File: config.mk
export PLATFORM = sky130hd
export DESIGN_NAME = id_ex_stage_flat
export DESIGN_NICKNAME = d
export VERILOG_FILES = /design/src/rtl/id_ex_if.sv /design/src/rtl/id_ex_stage.sv /design/src/flat_wrapper.sv
export SDC_FILE = /design/constraint.sdc
export NUM_CORES = 1
export LEC_CHECK = 0
export ABC_AREA = 1
export CAP_MARGIN = 5
export CORE_AREA = 2 2 148 150
export DETAILED_ROUTE_END_ITERATION = 8
export DIE_AREA = 0 0 150 152
export PLACE_DENSITY = 0.76
export SETUP_SLACK_MARGIN = 0.15
export SLEW_MARGIN = 0
export SYNTH_ARGS = -nofsm -noshare
export SYNTH_HDL_FRONTEND = slang
export SYNTH_SLANG_ARGS = --single-unit
export TNS_END_PERCENT = 5
File: constraint.sdc
create_clock -name clk -period 10.18 [get_ports clk]
set_clock_uncertainty 0.2 [all_clocks]
set_input_delay 2.545 -clock clk [delete_from_list [all_inputs] [get_ports clk]]
set_output_delay 2.545 -clock clk [all_outputs]
set_load 0.05 [all_outputs]
File: src/rtl/id_ex_if.sv
// Decode->Execute boundary bundle: D-side inputs, registered E-side outputs and hazard controls.
// PERF_CNT_EN adds the BubbleCnt/LoadUseCnt counter outputs.
interface id_ex_if #(
    parameter int XLEN = 32
`ifdef PERF_CNT_EN
    ,
    parameter int PERF_W = 32
`endif
);
    logic            RegWriteD, MemWriteD, ALUSrcD, BranchD, JumpD;
    logic [1:0]      ResultSrcD;
    logic [2:0]      ALUControlD;
    logic [XLEN-1:0] RD1D, RD2D, ImmExtD, PCD, PCPlus4D;
    logic [4:0]      Rs1D, Rs2D, RdD;
    logic            PCSrcE;

    logic            RegWriteE, MemWriteE, ALUSrcE, BranchE, JumpE;
    logic [1:0]      ResultSrcE;
    logic [2:0]      ALUControlE;
    logic [XLEN-1:0] RD1E, RD2E, ImmExtE, PCE, PCPlus4E;
    logic [4:0]      Rs1E, Rs2E, RdE;
    logic            ValidE, StallF, StallD, FlushD, FlushE;
`ifdef PERF_CNT_EN
    logic [PERF_W-1:0] BubbleCnt, LoadUseCnt;
`endif

    modport master (
        output RegWriteD, MemWriteD, ResultSrcD, ALUControlD, ALUSrcD, BranchD, JumpD,
               RD1D, RD2D, ImmExtD, PCD, PCPlus4D, Rs1D, Rs2D, RdD, PCSrcE,
        input  RegWriteE, MemWriteE, ResultSrcE, ALUControlE, ALUSrcE, BranchE, JumpE,
               RD1E, RD2E, ImmExtE, PCE, PCPlus4E, Rs1E, Rs2E, RdE,
               ValidE, StallF, StallD, FlushD, FlushE
`ifdef PERF_CNT_EN
        , input BubbleCnt, LoadUseCnt
`endif
    );

    modport slave (
        input  RegWriteD, MemWriteD, ResultSrcD, ALUControlD, ALUSrcD, BranchD, JumpD,
               RD1D, RD2D, ImmExtD, PCD, PCPlus4D, Rs1D, Rs2D, RdD, PCSrcE,
        output RegWriteE, MemWriteE, ResultSrcE, ALUControlE, ALUSrcE, BranchE, JumpE,
               RD1E, RD2E, ImmExtE, PCE, PCPlus4E, Rs1E, Rs2E, RdE,
               ValidE, StallF, StallD, FlushD, FlushE
`ifdef PERF_CNT_EN
        , output BubbleCnt, LoadUseCnt
`endif
    );
endinterface

File: src/rtl/id_ex_stage.sv
// Decode->Execute pipeline register with local load-use detection and F/D/E stall/flush control.
// Defining PERF_CNT_EN adds saturating BubbleCnt and LoadUseCnt counters.
module id_ex_stage #(
    parameter int XLEN = 32
`ifdef PERF_CNT_EN
    ,
    parameter int PERF_W = 32
`endif
) (
    input logic    clk,
    input logic    rst,
    id_ex_if.slave bus
);
    typedef struct packed {
        logic            reg_write;
        logic            mem_write;
        logic [1:0]      result_src;
        logic [2:0]      alu_control;
        logic            alu_src;
        logic            branch;
        logic            jump;
        logic [XLEN-1:0] rd1;
        logic [XLEN-1:0] rd2;
        logic [XLEN-1:0] imm_ext;
        logic [XLEN-1:0] pc;
        logic [XLEN-1:0] pc_plus4;
        logic [4:0]      rs1;
        logic [4:0]      rs2;
        logic [4:0]      rd;
        logic            valid;
    } e_stage_t;

    e_stage_t d_s;
    e_stage_t e_r;
    logic     lw_stall_s;
    logic     stall_s;
    logic     flush_e_s;

    // Hazard detection: a valid load in E writing a nonzero rd read by D forces one bubble
    always_comb begin
        lw_stall_s = (e_r.result_src == 2'b01) && e_r.valid && (e_r.rd != 5'd0) &&
                     ((e_r.rd == bus.Rs1D) || (e_r.rd == bus.Rs2D));
        stall_s    = lw_stall_s && !bus.PCSrcE;
        flush_e_s  = lw_stall_s || bus.PCSrcE;
    end

    // Gather the decode-stage fields into the next E record
    always_comb begin
        d_s.reg_write   = bus.RegWriteD;
        d_s.mem_write   = bus.MemWriteD;
        d_s.result_src  = bus.ResultSrcD;
        d_s.alu_control = bus.ALUControlD;
        d_s.alu_src     = bus.ALUSrcD;
        d_s.branch      = bus.BranchD;
        d_s.jump        = bus.JumpD;
        d_s.rd1         = bus.RD1D;
        d_s.rd2         = bus.RD2D;
        d_s.imm_ext     = bus.ImmExtD;
        d_s.pc          = bus.PCD;
        d_s.pc_plus4    = bus.PCPlus4D;
        d_s.rs1         = bus.Rs1D;
        d_s.rs2         = bus.Rs2D;
        d_s.rd          = bus.RdD;
        d_s.valid       = 1'b1;
    end

    // E register: a flush loads an all-zero bubble so its RdE can never match a source
    always_ff @(posedge clk or posedge rst) begin
        if (rst) begin
            e_r <= '0;
        end else if (flush_e_s) begin
            e_r <= '0;
        end else begin
            e_r <= d_s;
        end
    end

    assign bus.RegWriteE   = e_r.reg_write;
    assign bus.MemWriteE   = e_r.mem_write;
    assign bus.ResultSrcE  = e_r.result_src;
    assign bus.ALUControlE = e_r.alu_control;
    assign bus.ALUSrcE     = e_r.alu_src;
    assign bus.BranchE     = e_r.branch;
    assign bus.JumpE       = e_r.jump;
    assign bus.RD1E        = e_r.rd1;
    assign bus.RD2E        = e_r.rd2;
    assign bus.ImmExtE     = e_r.imm_ext;
    assign bus.PCE         = e_r.pc;
    assign bus.PCPlus4E    = e_r.pc_plus4;
    assign bus.Rs1E        = e_r.rs1;
    assign bus.Rs2E        = e_r.rs2;
    assign bus.RdE         = e_r.rd;
    assign bus.ValidE      = e_r.valid;
    assign bus.StallF      = stall_s;
    assign bus.StallD      = stall_s;
    assign bus.FlushD      = bus.PCSrcE;
    assign bus.FlushE      = flush_e_s;

`ifdef PERF_CNT_EN
    logic [PERF_W-1:0] bubble_cnt_r;
    logic [PERF_W-1:0] load_use_cnt_r;

    function automatic logic [PERF_W-1:0] sat_inc(input logic [PERF_W-1:0] v);
        if (v == {PERF_W{1'b1}}) begin
            return v;
        end else begin
            return v + {{(PERF_W-1){1'b0}}, 1'b1};
        end
    endfunction

    // Saturating event counters: bubbles inserted and load-use stalls taken
    always_ff @(posedge clk or posedge rst) begin
        if (rst) begin
            bubble_cnt_r   <= '0;
            load_use_cnt_r <= '0;
        end else begin
            if (flush_e_s) begin
                bubble_cnt_r <= sat_inc(bubble_cnt_r);
            end
            if (stall_s) begin
                load_use_cnt_r <= sat_inc(load_use_cnt_r);
            end
        end
    end

    assign bus.BubbleCnt  = bubble_cnt_r;
    assign bus.LoadUseCnt = load_use_cnt_r;
`endif
endmodule
File: src/flat_wrapper.sv
// flat-port wrapper written by rule: the top's interface ports become plain ports
module id_ex_stage_flat 
#(
    parameter int XLEN = 32

)
  (clk, rst, bus_RegWriteD, bus_MemWriteD, bus_ResultSrcD, bus_ALUControlD, bus_ALUSrcD, bus_BranchD, bus_JumpD, bus_RD1D, bus_RD2D, bus_ImmExtD, bus_PCD, bus_PCPlus4D, bus_Rs1D, bus_Rs2D, bus_RdD, bus_PCSrcE, bus_RegWriteE, bus_MemWriteE, bus_ResultSrcE, bus_ALUControlE, bus_ALUSrcE, bus_BranchE, bus_JumpE, bus_RD1E, bus_RD2E, bus_ImmExtE, bus_PCE, bus_PCPlus4E, bus_Rs1E, bus_Rs2E, bus_RdE, bus_ValidE, bus_StallF, bus_StallD, bus_FlushD, bus_FlushE);
  id_ex_if #(.XLEN(XLEN)) bus_i ();
  input logic clk;
  input logic rst;
  input wire logic [$bits(bus_i.RegWriteD)-1:0] bus_RegWriteD;
  input wire logic [$bits(bus_i.MemWriteD)-1:0] bus_MemWriteD;
  input wire logic [$bits(bus_i.ResultSrcD)-1:0] bus_ResultSrcD;
  input wire logic [$bits(bus_i.ALUControlD)-1:0] bus_ALUControlD;
  input wire logic [$bits(bus_i.ALUSrcD)-1:0] bus_ALUSrcD;
  input wire logic [$bits(bus_i.BranchD)-1:0] bus_BranchD;
  input wire logic [$bits(bus_i.JumpD)-1:0] bus_JumpD;
  input wire logic [$bits(bus_i.RD1D)-1:0] bus_RD1D;
  input wire logic [$bits(bus_i.RD2D)-1:0] bus_RD2D;
  input wire logic [$bits(bus_i.ImmExtD)-1:0] bus_ImmExtD;
  input wire logic [$bits(bus_i.PCD)-1:0] bus_PCD;
  input wire logic [$bits(bus_i.PCPlus4D)-1:0] bus_PCPlus4D;
  input wire logic [$bits(bus_i.Rs1D)-1:0] bus_Rs1D;
  input wire logic [$bits(bus_i.Rs2D)-1:0] bus_Rs2D;
  input wire logic [$bits(bus_i.RdD)-1:0] bus_RdD;
  input wire logic [$bits(bus_i.PCSrcE)-1:0] bus_PCSrcE;
  output wire logic [$bits(bus_i.RegWriteE)-1:0] bus_RegWriteE;
  output wire logic [$bits(bus_i.MemWriteE)-1:0] bus_MemWriteE;
  output wire logic [$bits(bus_i.ResultSrcE)-1:0] bus_ResultSrcE;
  output wire logic [$bits(bus_i.ALUControlE)-1:0] bus_ALUControlE;
  output wire logic [$bits(bus_i.ALUSrcE)-1:0] bus_ALUSrcE;
  output wire logic [$bits(bus_i.BranchE)-1:0] bus_BranchE;
  output wire logic [$bits(bus_i.JumpE)-1:0] bus_JumpE;
  output wire logic [$bits(bus_i.RD1E)-1:0] bus_RD1E;
  output wire logic [$bits(bus_i.RD2E)-1:0] bus_RD2E;
  output wire logic [$bits(bus_i.ImmExtE)-1:0] bus_ImmExtE;
  output wire logic [$bits(bus_i.PCE)-1:0] bus_PCE;
  output wire logic [$bits(bus_i.PCPlus4E)-1:0] bus_PCPlus4E;
  output wire logic [$bits(bus_i.Rs1E)-1:0] bus_Rs1E;
  output wire logic [$bits(bus_i.Rs2E)-1:0] bus_Rs2E;
  output wire logic [$bits(bus_i.RdE)-1:0] bus_RdE;
  output wire logic [$bits(bus_i.ValidE)-1:0] bus_ValidE;
  output wire logic [$bits(bus_i.StallF)-1:0] bus_StallF;
  output wire logic [$bits(bus_i.StallD)-1:0] bus_StallD;
  output wire logic [$bits(bus_i.FlushD)-1:0] bus_FlushD;
  output wire logic [$bits(bus_i.FlushE)-1:0] bus_FlushE;
  assign bus_i.RegWriteD = bus_RegWriteD;
  assign bus_i.MemWriteD = bus_MemWriteD;
  assign bus_i.ResultSrcD = bus_ResultSrcD;
  assign bus_i.ALUControlD = bus_ALUControlD;
  assign bus_i.ALUSrcD = bus_ALUSrcD;
  assign bus_i.BranchD = bus_BranchD;
  assign bus_i.JumpD = bus_JumpD;
  assign bus_i.RD1D = bus_RD1D;
  assign bus_i.RD2D = bus_RD2D;
  assign bus_i.ImmExtD = bus_ImmExtD;
  assign bus_i.PCD = bus_PCD;
  assign bus_i.PCPlus4D = bus_PCPlus4D;
  assign bus_i.Rs1D = bus_Rs1D;
  assign bus_i.Rs2D = bus_Rs2D;
  assign bus_i.RdD = bus_RdD;
  assign bus_i.PCSrcE = bus_PCSrcE;
  assign bus_RegWriteE = bus_i.RegWriteE;
  assign bus_MemWriteE = bus_i.MemWriteE;
  assign bus_ResultSrcE = bus_i.ResultSrcE;
  assign bus_ALUControlE = bus_i.ALUControlE;
  assign bus_ALUSrcE = bus_i.ALUSrcE;
  assign bus_BranchE = bus_i.BranchE;
  assign bus_JumpE = bus_i.JumpE;
  assign bus_RD1E = bus_i.RD1E;
  assign bus_RD2E = bus_i.RD2E;
  assign bus_ImmExtE = bus_i.ImmExtE;
  assign bus_PCE = bus_i.PCE;
  assign bus_PCPlus4E = bus_i.PCPlus4E;
  assign bus_Rs1E = bus_i.Rs1E;
  assign bus_Rs2E = bus_i.Rs2E;
  assign bus_RdE = bus_i.RdE;
  assign bus_ValidE = bus_i.ValidE;
  assign bus_StallF = bus_i.StallF;
  assign bus_StallD = bus_i.StallD;
  assign bus_FlushD = bus_i.FlushD;
  assign bus_FlushE = bus_i.FlushE;
  id_ex_stage #(.XLEN(XLEN)) u_core (.clk(clk), .rst(rst), .bus(bus_i));
endmodule
==> impl_metrics.env <==
export IMPL_finalInstanceArea_um2=11000
export IMPL_syn_inst=628
export IMPL_synthDominantCellAreaShare_pct=72.7
export IMPL_hold_class="flip-flop to flip-flop"
export IMPL_period_minus_slack_ns=7.89
export IMPL_grt_start_max_net_pins=121
export IMPL_global_route_wire_length_before_repair_um=27900
export IMPL_grt_pass1_vias=5284
export IMPL_placeableCoreArea_um2=21400
export IMPL_place_inst=1265
export IMPL_die_width_um=150
export IMPL_worst_path_most_repeated_cell="nand2_1"
export IMPL_cts_buffers=17
export IMPL_route_detailed_wl_per_inst_um=13.7
export IMPL_drt_pass1_iterations=4
export IMPL_post_cts_resized_instances=0
export IMPL_dr_first_iter_drc_count=245
export IMPL_syn_avg_cell_area_um2=10.2
export IMPL_netlist_top_cells_area="dfrtp_1 73%, inv_1 11%, nor2_1 11%"
export IMPL_post_synth_top_area_cell="dfrtp_1"
export IMPL_achievable_frequency_mhz=127
export IMPL_total_congestion_overflow_after_global_routing=0
export IMPL_irDropWorstVdd_uv=101
export IMPL_route_vias_total=5069
export IMPL_number_of_top_level_pins=378
export IMPL_synth_ff_latch_count=186
export IMPL_total_power_w=0.00181
export IMPL_layout_worst_path_cycle_share_pct=77.5
export IMPL_tritoncts_clock_tree="yes"
export IMPL_clk_latency_ns=0.41
export IMPL_port_buffers=377
export IMPL_grtUsageTotal_pct=15.9
export IMPL_die_area_um2=22800
export IMPL_post_cts_hold_buffer_count=0
export IMPL_fin_nets=1192
export IMPL_grt_antenna_before_repair=0
export IMPL_outcome="complete, no violations"
export IMPL_post_dp_cell_area_um2=10400
export IMPL_setup_violations=0
export IMPL_setup_worst_path_start_class="input pin"
export IMPL_number_of_vias_per_cell=3.91
export IMPL_areaGrowthSynthToFinish_pct=71.8
export IMPL_synth_cell_type_count=11
export IMPL_numClockSinks=186
export IMPL_slew_headroom_pct=43.7
export IMPL_cts_max_path_buffers=2
export IMPL_antennaDiodeCount=0
export IMPL_cp_slowest_cell="clkdlybuf4s50_1"
export IMPL_starting_density_pct=30.0
export IMPL_drive_above_1_share_pct=3.83
export IMPL_number_of_warnings_printed_during_yosys_synthesis=0
export IMPL_clockRootBuffer="clkbuf_16"
export IMPL_ant_nets=0
export IMPL_row_count=54
export IMPL_total_leakage_power_nw=5.61
export IMPL_max_cap_viol_count=0
export IMPL_syn_area_um2=6400
export IMPL_crit_path_max_incr_delay_ns=0.93
export IMPL_synth_seq_area_share_pct=72.7
export IMPL_synthesis_nets=816
export IMPL_vertical_die_dimension_um=152
export IMPL_timing_final_hold_violations=0
export IMPL_cp_end_kind="primary output"
export IMPL_depth_of_the_cts_h_tree=4
export IMPL_critical_path_top_delay_family="buffers and inverters"
export IMPL_pwr_density_cell_nw_per_um2=165
export IMPL_tightest_slew_ns=0.845
export IMPL_worst_ep_arrival_time_ns=5.15
export IMPL_route_detailed_drc=0
export IMPL_drt_total_wl_um=17800
export IMPL_critical_path_n_buffers_inverters=3
export IMPL_rsz0062_at_grt="no"
export IMPL_crit_fanout=117
export IMPL_fin_worst_hold_slack_ns=1.10
export IMPL_final_setup_tns_ns=0
export IMPL_worst_setup_path_class="input pin to primary output"
export IMPL_final_max_slew_violation_count=0
export IMPL_cp_cell_sequence="clkdlybuf4s50_1, inv_1, nand2_1, nand2_1, nor2_1, nand3_1, nand2_1, nand2_1, nand2_8, clkdlybuf4s50_1"
export IMPL_place_detailed_hpwl_um=13500
export IMPL_cp_data_required_time_ns=7.44
export IMPL_clk_pin_slew_worst_paths_ns=0.07
export IMPL_cts_setup_buffers=0
export IMPL_place_congestion=0.943
export IMPL_post_route_insts_no_fill=1297
## cells in the final DEF (no fill, tap or decap)
master           instances
inv_8                    4
clkinvlp_4               4
inv_6                    3
nand4_1                  2
nor2_1                 193
dfrtp_1                186
clkinv_4                 2
inv_2                    3
clkdlybuf4s50_1        377
clkinv_8                 1
nand2_1                 24
xnor2_1                  2
nand2_8                  1
inv_1                  192
buf_4                    2
nand3_1                  2
clkbuf_16               17
clkbuf_8                 1
bufinv_16                1
## per-layer routing
metal	track usage (%)	up-vias	routed length, µm
met1	17.8	2344	6660
met5	0	-	0
met3	5.77	41	1580
li1	-	2443	-
met4	6.92	0	572
met2	27.2	241	8990
## kinds of logic after synthesis
group         count (synthesis)  share of synthesized area (%)
simple gates                222                           13.2
buf+inv                     218                           13.9
flops                       186                           72.7
xor+xnor                      2                          0.274
## Yosys cell counts
cell type / count
buf_4: 17
xnor2_1: 2
nand3_1: 2
dfrtp_1: 186
nand2_2: 1
inv_2: 3
nand2_1: 24
inv_1: 193
nand4_1: 2
buf_2: 5
nor2_1: 193
## layout make-up
cell class                 instances  area (µm²)
multi-input combinational        224         875
clock buffer                      18         439
tap                              280         350
clock inverter                    14         154
timing repair buffer             379        3790
sequential                       186        4650
fill                            1927       10300
inverter                         196         743
## metrics by stage
step / utilization (%) / worst slack (ns)
6_report: 51.5 / 2.29
5_1_grt: 51.5 / 2.14
4_1_cts: 51.5 / 2.22
3_5_place_dp: 48.8 / 2.22
3_3_place_gp: 48.8 / 2.24
2_1_floorplan: - / 2.38
## sequential cells by signal, summed over array words and instances (netlist names), 2 cells and up
signal and cells:
u_core.bus.ResultSrcE 2, u_core.bus.ImmExtE 32, u_core.bus.PCE 32, u_core.bus.RdE 5, u_core.bus.RD1E 32, u_core.bus.PCPlus4E 32
u_core.bus.ALUControlE 3, u_core.bus.RD2E 32, u_core.bus.Rs1E 5, u_core.bus.Rs2E 5
## worst reg2reg max path, cell delays in order (launching register included)
cell     delay, ns
dfrtp_1       0.50
inv_1         0.08
nand2_1       0.06
nand2_1       0.05
nor2_1        0.15
nand3_1       0.09
nand2_1       0.06
nand2_1       0.13
nand2_8       0.50
buf_4         0.72
nor2_1        0.20
## report_power, final
group          leakage [nW]  internal [W]  switching (W)
Sequential             2.40      0.000777      0.0000120
Combinational          2.93      0.000144       0.000224
Clock                 0.278      0.000354       0.000304
## worst paths after layout
check | startpoint | slack [ns] | end | cells after the start
max in group asynchronous | rst | 5.90 | u_core.bus.RdE[0]$_DFF_PP0_ | 3
max | bus_Rs1D[1] | 2.29 | bus_FlushE | 10
max reg2reg | u_core.bus.RdE[0]$_DFF_PP0_ | 7.27 | u_core.bus.Rs1E[4]$_DFF_PP0_ | 10
min | u_core.bus.ValidE$_DFF_PP0_ | 1.10 | u_core.bus.PCPlus4E[28]$_DFF_PP0_ | 5
min in group asynchronous | rst | 2.50 | u_core.bus.RD2E[10]$_DFF_PP0_ | 2
min reg2reg | u_core.bus.ValidE$_DFF_PP0_ | 1.10 | u_core.bus.PCPlus4E[28]$_DFF_PP0_ | 5
Power figures use the tool's default switching activity.
